$ cat src/rtl/lcd_char_writer.sv
// lcd_char_writer: HD44780-style 8-bit write-only LCD engine with power-up init and valid/ready byte writes
//   clk/rst                 1 kHz clock, synchronous active-high reset
//   wr_req/wr_rs/wr_data    write request, register select, byte (captured when wr_ready=1)
//   wr_ready/init_done      engine idle / init sequence completed (sticky)
//   lcd_e/lcd_rs/lcd_rw/lcd_data  registered LCD pins (lcd_rw tied to write)
module lcd_char_writer #(
   parameter int INIT_WAIT_CYC = 20,
   parameter int E_HIGH_CYC    = 1,
   parameter int CLR_WAIT_CYC  = 2
) (
   input  logic       clk,
   input  logic       rst,
   input  logic       wr_req,
   input  logic       wr_rs,
   input  logic [7:0] wr_data,
   output logic       wr_ready,
   output logic       init_done,
   output logic       lcd_e,
   output logic       lcd_rs,
   output logic       lcd_rw,
   output logic [7:0] lcd_data
);
   localparam int MAXP = (INIT_WAIT_CYC > E_HIGH_CYC) ?
                         ((INIT_WAIT_CYC > CLR_WAIT_CYC) ? INIT_WAIT_CYC : CLR_WAIT_CYC) :
                         ((E_HIGH_CYC > CLR_WAIT_CYC) ? E_HIGH_CYC : CLR_WAIT_CYC);
   localparam int CW = $clog2(MAXP + 1);
   localparam logic [CW-1:0] PW_LAST  = CW'(INIT_WAIT_CYC - 1);
   localparam logic [CW-1:0] EH_LAST  = CW'(E_HIGH_CYC - 1);
   localparam logic [CW-1:0] CLR_LAST = CW'(CLR_WAIT_CYC - 1);

   typedef enum logic [2:0] {PWR_WAIT, SETUP, E_HI, HOLD, WAIT, IDLE} state_t;

   state_t        state, state_n;
   logic [CW-1:0] cnt, cnt_n, wait_last;
   logic [1:0]    idx, idx_n;
   logic          done_n, e_n, rs_n;
   logic [7:0]    data_n;

   function automatic logic [7:0] init_cmd(input logic [1:0] i);
      return (i == 2'd0) ? 8'h38 : (i == 2'd1) ? 8'h0C : (i == 2'd2) ? 8'h06 : 8'h01;
   endfunction

   // clear/home need the long post-write wait; the byte on the bus is the one being written
   assign wait_last = (!lcd_rs && (lcd_data == 8'h01 || lcd_data == 8'h02)) ? CLR_LAST : '0;
   assign wr_ready  = (state == IDLE);
   assign lcd_rw    = 1'b0;

   always_comb begin
      state_n = state;
      cnt_n   = cnt;
      idx_n   = idx;
      done_n  = init_done;
      rs_n    = lcd_rs;
      data_n  = lcd_data;
      case (state)
         PWR_WAIT: begin
            if (cnt == PW_LAST) begin
               state_n = SETUP;
               cnt_n   = '0;
               rs_n    = 1'b0;
               data_n  = init_cmd(idx);
            end else cnt_n = cnt + 1'b1;
         end
         SETUP: state_n = E_HI;
         E_HI: begin
            if (cnt == EH_LAST) begin
               state_n = HOLD;
               cnt_n   = '0;
            end else cnt_n = cnt + 1'b1;
         end
         HOLD: state_n = WAIT;
         WAIT: begin
            if (cnt == wait_last) begin
               cnt_n = '0;
               if (init_done) state_n = IDLE;
               else if (idx == 2'd3) begin
                  state_n = IDLE;
                  done_n  = 1'b1;
               end else begin
                  state_n = SETUP;
                  idx_n   = idx + 2'd1;
                  rs_n    = 1'b0;
                  data_n  = init_cmd(idx + 2'd1);
               end
            end else cnt_n = cnt + 1'b1;
         end
         IDLE: begin
            if (wr_req) begin
               state_n = SETUP;
               rs_n    = wr_rs;
               data_n  = wr_data;
            end
         end
         default: state_n = PWR_WAIT;
      endcase
      e_n = (state_n == E_HI);
   end

   always_ff @(posedge clk) begin
      if (rst) begin
         state     <= PWR_WAIT;
         cnt       <= '0;
         idx       <= '0;
         init_done <= 1'b0;
         lcd_e     <= 1'b0;
         lcd_rs    <= 1'b0;
         lcd_data  <= 8'h00;
      end else begin
         state     <= state_n;
         cnt       <= cnt_n;
         idx       <= idx_n;
         init_done <= done_n;
         lcd_e     <= e_n;
         lcd_rs    <= rs_n;
         lcd_data  <= data_n;
      end
   end
endmodule

$ cat config.mk
export PLATFORM = sky130hd
export DESIGN_NAME = lcd_char_writer
export DESIGN_NICKNAME = d
export VERILOG_FILES = /design/src/rtl/lcd_char_writer.sv
export SDC_FILE = /design/constraint.sdc
export NUM_CORES = 1
export LEC_CHECK = 0
export ABC_AREA = 1
export ABC_CLOCK_PERIOD_IN_PS = 1950
export BUFFER_PORTS_ARGS = -buffer_cell sky130_fd_sc_hd__buf_2
export CORE_UTILIZATION = 40
export DETAILED_ROUTE_END_ITERATION = 6
export MAX_ROUTING_LAYER = met4
export PLACE_DENSITY = 0.65
export REMOVE_ABC_BUFFERS = 1
export SETUP_SLACK_MARGIN = 0.05
export SLEW_MARGIN = 20
export SYNTH_ARGS = -nofsm -noshare
export SYNTH_HDL_FRONTEND = slang
export SYNTH_SLANG_ARGS = --single-unit
$ cat constraint.sdc
create_clock -name clk -period 1.95 [get_ports clk]
set_clock_uncertainty 0.05 [all_clocks]
set_input_delay 0 -clock clk [delete_from_list [all_inputs] [get_ports clk]]
set_output_delay 0 -clock clk [all_outputs]
set_load 0.01 [all_outputs]
Word level (Yosys, flattened, before mapping)
Index checks and enable logic that the tools add are counted.

cells by class
  $add $sub $neg = 2
  equality and inequality tests = 20
  muxes and demuxes = 32
  bitwise logic cells = 2
  reduce and logical (&&, ||, !) cells = 12

operators with widths
  kind                   number
  $mux W8                5
  $mux W3                8
  $pmux W8 S3            1
  $pmux W3 S6            1
  $mux W5                3
  $pmux W5 S3            1
  $mux W6                2
  $ne A2 B2 Y1 const B   5
  $eq A3 B2 Y1 const B   3
  $eq A8 B1 Y1 const B   1
  $eq A8 B2 Y1 const B   1
  $mux W1                8
  $mux W4                2
  $eq A2 B2 Y1 const B   3
  $eq A3 B3 Y1 const B   2
  $reduce_and A6 Y1      1
  $reduce_bool A3 Y1     2
  $add A5 B1 Y5 const B  1
  $eq A5 B1 Y1           1
  $eq A5 B5 Y1 const B   1
  $logic_not A5 Y1       1
  $eq A2 B1 Y1 const B   2
  $logic_not A2 Y1       2
  $reduce_and A4 Y1      1
  other kinds (9)        10

word-level totals
  register bits = 21
  output and inout port bits = 13
  logic and storage cells = 75

Logic depth before layout (Yosys ltp)
Gate-level depths: netlist of the first run.

  word-level depth = 9
  mapped depth = 12

Worst setup path after synthesis of the first run
OpenSTA, ideal clock, no wires.

  kind = register to register
  start = register cnt[0]
  end = register lcd_rs
  setup time = 0.114 ns
  arrival time = 1.409 ns
  data required time = 1.786 ns
  setup slack = 0.377 ns
  cell stages (with the launch flop) = 10
  path buffers = 1
  clock period less this slack = 1.573 ns
  cell sequence = dfxtp_1 -> ha_1 -> nand2_1 -> nor2_1 -> nand2_1 -> nand2_1 -> nand3_4 -> buf_12 -> nor2_1 -> nor2_2

between the ends
  cells in the longest elaborated chain, start to end = 3

ends and longest elaborated chain
  what                                          line    source
  start, declared                               34      logic [CW-1:0] cnt, cnt_n, wait_last;
  start signal, assigned                        110     cnt <= cnt_n;
  $eq A5 B1 Y1 or $eq A5 B5 Y1 (tied branches)  73, 57
  $ne A2 B2 Y1 (no source line)                 -
  $reduce_and A6 Y1 (no source line) *          -
  end signal, assigned                          114     lcd_rs <= rs_n;
  end, declared                                 19      output logic lcd_rs,

Mark *: on every way between the ends. The rest lies on a longest branch, timed or not.
A chain may end at the register's enable or synchronous reset.

Final worst setup path of the first run
  start = register idx[0]
  end = register lcd_rs

between the ends
  cells in the longest elaborated chain, start to end = 3

ends and longest elaborated chain
  what                                line  source
  start, declared                     35    logic [1:0] idx, idx_n;
  start signal, assigned              111   idx <= idx_n;
  $eq A2 B2 Y1                        76    else if (idx == 2'd3) begin
  $ne A2 B2 Y1 (no source line)       -
  $reduce_and A6 Y1 (no source line)  -

Every way passes these cells.

==> flow_summary.toml, run 1 <==
[clock_tree]
tritoncts = "done"
htree_levels = 1
clockBufferDepth = 2
clk_pin_slew_ns = 0.11
post_cts_buffers = 0
worstSkewPairLatency_ns = 0.29
cts_sinks = 21
cts_made_buffers = 3
cts_root_buf = "clkbuf_4"

[global_routing]
grt_start_max_net_pins = 17
use_met2_pct = 26.4
antenna_found_initial = 0
met3_usage_pct = 1.89
grt-busiest-layer = "met2"
grt_overflow_total = 0
met1_usage_pct = 23.7
first_global_vias = 1137
grt_pass1_wl_um = 4700
globalRouteTotalUtil_pct = 17.2

[logic_synthesis]
synth_mux_area_share_pct = 0
synth_area_sq_mm = 0.00140
yosys_warnings = 0
synth_seq_cells = 21
yosysSeqAreaShare_pct = 30.1
avgSynthCellArea_sq_um = 6.85
yosysUniqueCellTypes = 30
async_flop_share_pct = 0
yosys.area_share.simple_pct = 40.6
synth_compound_area_share_pct = 6.09
synth-xor-area-share_pct = 2.51
synth_flop_cell = "dfxtp_1"
synthCells = 204
synth_edf_count = 0
synthAdderAreaFrac_pct = 8.06
synth_top_family_by_area = "simple AND/OR/NAND/NOR gates"

[floorplan]
ios = 25
dieArea_sq_mm = 0.00373
die_h_um = 61.1
placement_rows = 21
start_util_pct = 41.9
die_width_um = 61.1
coreArea_sq_mm = 0.00334

[detailed_routing]
postRouteAntennaNets = 0
drt_iter0_markers = 28
dr.pass1.iters = 4
drt_drc_violations_left = 0
wl_per_cell_um = 9.69
vias = 1249
totalWireLength_um = 2680
vias_per_cell = 4.51

[worst_setup_path]
cp-end-kind = "register"
rr_endpoint = "lcd_rs"
cp_slowest_cell = "dfxtp_1"
crit_buf_inv = 0
cp_max_fo = 11
r2r_cells = 6
slowest_delay_ns = 0.41
crit_chain = "ha_1 -> nor2_1 -> o22a_1 -> nand3_4 -> nor2_1 -> nor2_2"
r2r_start = "idx[0]"
required_ns = 2.10
arrival_ns = 1.88
crit_top_cell = "nor2_1"
start_kind = "register"
path_delay_family = "simple AND/OR/NAND/NOR gates"
path_class = "register to register"
rrSetupSlack_ns = 0.22

[sta]
setup_slack_ns = 0.224
rsz0062_at_grt = "false"
clock.fmax_ghz = 0.579
setup_viol = 0
layout_worst_path_cycle_share_pct = 88.5
period_needed_ns = 1.73
slew_violations = 0
setup_tns_ns = 0
hold_viol_final = 0

[power_and_ir_drop]
power_frac_seq_pct = 62.6
swShare_pct = 23.5
p_total_mw = 0.705
power_switching_mw = 0.166
pwr-share-comb_pct = 8.4
ir_drop_mv = 0.246
powerDensity_mw_per_mm2 = 444
pwr-share-clk_pct = 29.0
power.static_leakage_nw = 0.840
intPower_mw = 0.539

[worst_hold_path]
min-delay-path-class = "input pin to register"
hold_path_startpoint = "wr_data[4]"
hold_end = "lcd_data[4]"
holdPathStages = 5

[final_layout]
drive_gt1_share_pct = 27.7
fin_cells = 277
final_core_util_pct = 47.6
final_cell_mix = "44 x nand2_1, 28 x nor2_1, 23 x buf_2"
n_antenna_cell = 0
final_common_cell = "nand2_1"
area_growth_pct = 13.6
fin_nets = 253

[place]
place.gp.congestion = 0.792
dp_slack_ns = 0.231
io_buffers = 23
dp_hpwl_um = 2170
dpl.cell_count = 271

[flow_run]
maxCapViolCount = 0

[status]
status = "finished clean"
## worst reg2reg max path, stage by stage, from the launching register on
cell     delay, ns
dfxtp_1       0.41
ha_1          0.25
nor2_1        0.14
o22a_1        0.35
nand3_4       0.23
nor2_1        0.17
nor2_2        0.05
## registers in the layout, summed over array words and instances (netlist names)
register   count
lcd_data       8
lcd_e          1
init_done      1
lcd_rs         1
cnt            5
state          3
idx            2
## what timing repair did
action | in CTS | in global routing
hold buffers | 2 | 0
endpoints found under the setup margin | 0 | 5
resized for setup | 0 | 1
endpoints found under the hold margin | 2 | 0
## power by group through the flow
stage / Combinational [mW] / Clock, mW / Sequential (mW)
after floorplan: 0.0358 / 0 / 0.450
final: 0.0591 / 0.204 / 0.442
after global placement: 0.0557 / 0 / 0.451
after global routing: 0.0675 / 0.234 / 0.443
after CTS: 0.0598 / 0.214 / 0.442
after detailed placement: 0.0565 / 0 / 0.451
## how the worst max path moves through the flow
stage / start / end / slack (ns) / cells after the start
global route: idx[0] / lcd_rs / 0.09 / 7
CTS: cnt[0] / lcd_rs / 0.21 / 9
detailed placement: cnt[0] / lcd_rs / 0.23 / 8
finish: idx[0] / lcd_rs / 0.22 / 6
floorplan: idx[0] / lcd_rs / 0.33 / 6
global placement: cnt[0] / lcd_rs / 0.27 / 8
## synth_stat cells (2+ instances only)
| cell type | number | share of area, % |
|---|---|---|
| nand2_1 | 45 | 12 |
| nor2_1 | 28 | 7.5 |
| dfxtp_1 | 21 | 30 |
| inv_1 | 20 | 5.4 |
| inv_2 | 13 | 3.5 |
| ha_1 | 9 | 8.1 |
| nand2_2 | 9 | 4.0 |
| nand3_1 | 9 | 3.2 |
| nand4_1 | 9 | 4.0 |
| nor2_2 | 8 | 3.6 |
| a21oi_1 | 5 | 1.8 |
| xor2_1 | 4 | 2.5 |
| nand2_4 | 3 | 2.4 |
| o21ai_0 | 3 | 1.1 |
| nor3_1 | 2 | 0.72 |
| o211ai_1 | 2 | 1.1 |
## cells by family (layout without fill, tap and decap cells)
| kind of cell | Yosys count | after routing |
|---|---|---|
| other cells | 1 | 1 |
| xor+xnor | 4 | 4 |
| buf+inv | 38 | 65 |
| fa+ha+maj | 9 | 9 |
| compound gates | 14 | 14 |
| simple gates | 117 | 117 |
| flops | 21 | 21 |
## per-stage QoR
| step | cell area, sq um | hold WS [ns] |
|---|---|---|
| floorplan | 1350 | 0.0224 |
| finish | 1590 | 0.0130 |
| global placement | 1540 | 0.124 |
| global route | 1590 | 0.0325 |
| CTS | 1590 | 0.0132 |
| detailed placement | 1540 | 0.131 |
## cell type report
cell class                 instances  area (sq um)
clock buffer                       4          26.3
inverter                          34           128
tap                               46          57.6
sequential                        21           420
timing repair buffer              27           150
fill                             350          1750
multi-input combinational        145           806
## routing by layer
layer	up-vias	wire [um]
met5	-	0
met4	0	21
met3	2	100
met2	24	1150
met1	535	1410
li1	688	-
Note: power is estimated with default switching activity, not from simulation.
==> run 2, diff against run 1 <==
--- a/config.mk
+++ b/config.mk
@@ -8,3 +8,2 @@
 export ABC_AREA = 1
-export ABC_CLOCK_PERIOD_IN_PS = 1950
 export BUFFER_PORTS_ARGS = -buffer_cell sky130_fd_sc_hd__buf_2
@@ -16,3 +15,2 @@
 export SETUP_SLACK_MARGIN = 0.05
-export SLEW_MARGIN = 20
 export SYNTH_ARGS = -nofsm -noshare
==> constraint.sdc (replaced) <==
create_clock -name clk -period 1.95 [get_ports clk]
set_clock_uncertainty 0.05 [all_clocks]
set_input_delay 0.39 -clock clk [delete_from_list [all_inputs] [get_ports clk]]
set_output_delay 0.39 -clock clk [all_outputs]
set_load 0.01 [all_outputs]
==> run 2 against run 1 <==
Effect of this change:
- routed wire length is 2.9% higher
- clock-buffer cell count stayed put
- core utilization is 0.23 points lower
- flip-flop and latch count stayed put
- critical path type is now register to output port
- largest power group unchanged
- non-clock buffer count is 1 lower
- worst setup slack worse by 0.068 ns
- first-iteration DRC count is 3.6% lower
- register-to-register slack better by 0.06 ns
==> flow_summary.toml, run 2 (synthesized netlist as in run 1, its figures left out) <==
[final_layout]
n_antenna_cell = 0
seqCellArea_sq_um = 422
final_cell_mix = "44 x nand2_1, 28 x nor2_1, 23 x buf_2"
area_growth_pct = 13.1
drive_gt1_share_pct = 29.1
top_regs = "lcd_data (8), cnt (5), state (3)"
final_core_util_pct = 47.4
multi_input_area_sq_um = 806
n_fill_cell = 348
final_common_cell = "nand2_1"
largest_reg_flops = 8
fin_nets = 252
top_register = "lcd_data"

[worst_setup_path]
path_class = "register to output port"
start_kind = "register"
required_ns = 1.51
cp-end-kind = "output port"
arrival_ns = 1.35
cp_max_fo = 8

[power_and_ir_drop]
power.static_leakage_nw = 0.834
ir_drop_mv = 0.235
powerDensity_mw_per_mm2 = 450

[clock_tree]
post_cts_buffers = 0
cts_root_buf = "clkbuf_4"
cts_made_buffers = 3
clk_pin_slew_ns = 0.12
tritoncts = "done"
postCtsHoldBufs = 0
cts_sinks = 21
clockBufferDepth = 2
worstSkewPairLatency_ns = 0.30
htree_levels = 1
cts.repair.resized = 0

[sta]
rsz0062_at_grt = "false"
period_needed_ns = 1.79
hold_viol_final = 0
setup_tns_ns = 0
slew_violations = 0
layout_worst_path_cycle_share_pct = 92.0
clock.fmax_ghz = 0.557
setup_viol = 0

[flow_run]
maxCapViolCount = 0

[place]
dp_hpwl_um = 2200
place.gp.congestion = 0.820
io_buffers = 23

[global_routing]
first_global_vias = 1094
grt_start_max_net_pins = 12
grt_pass1_wl_um = 4630
antenna_found_initial = 0
globalRouteTotalUtil_pct = 17.2
grt_overflow_total = 0

[floorplan]
dieArea_sq_mm = 0.00373
die_h_um = 61.1
placement_rows = 21
start_util_pct = 41.9
die_width_um = 61.1
ios = 25
coreArea_sq_mm = 0.00334

[detailed_routing]
vias_per_cell = 4.53
dr.pass1.iters = 4
totalWireLength_um = 2760
postRouteAntennaNets = 0
wl_per_cell_um = 10.0
vias = 1251
drt_drc_violations_left = 0
drt_iter0_markers = 27

[status]
status = "finished clean"

[worst_hold_path]
min-delay-path-class = "input pin to register"
run 2: path summary, 6_finish.rpt:
kind / from / to / slack [ns] / depth (start not counted)
worst min-delay path: rst / cnt[3] / 0.19 / 2
worst max register to register: cnt[0] / lcd_rs / 0.28 / 8
worst min register to register: lcd_data[5] / lcd_data[5] / 0.50 / 4
worst max-delay path: state[1] / wr_ready / 0.16 / 6
run 2: power by group:
group / switching, mW / internal, mW
Sequential: 0.00721 / 0.435
Combinational: 0.0331 / 0.0237
Clock: 0.134 / 0.0797
Total: 0.174 / 0.538
run 2: cell type report:
cell class	instances	area share, %
repair buffers	26	8.71
clock buffers	4	1.66
multi-input cells	145	51.0
inverters	34	8.31
flip-flops and latches	21	26.7
well taps	46	3.64
run 2: per-stage QoR:
stage	instance area (sq um)	hold WS (ns)	setup slack (ns)	std cells	total power, mW
global route	1580	0.190	0.0637	276	0.746
CTS	1570	0.192	0.0608	276	0.717
detailed placement	1550	0.482	0.229	272	0.509
floorplan	1350	0.412	0.328	200	0.486
finish	1580	0.189	0.156	276	0.712
global placement	1550	0.481	0.270	272	0.508
run 2: worst max-delay path, cell delays in order, from the launching register on:
cell	delay, ns
dfxtp_2	0.39
inv_2	0.07
nand2_4	0.09
inv_2	0.07
nand2_4	0.10
clkinvlp_4	0.16
buf_2	0.17
run 2: layer usage:
metal	share of wire [%]	global-route usage, %	vias up
li1	-	-	686
met4	1.4	5.84	0
met1	51	23.0	536
met2	44	26.7	25
met5	0	-	-
met3	3.7	1.89	4
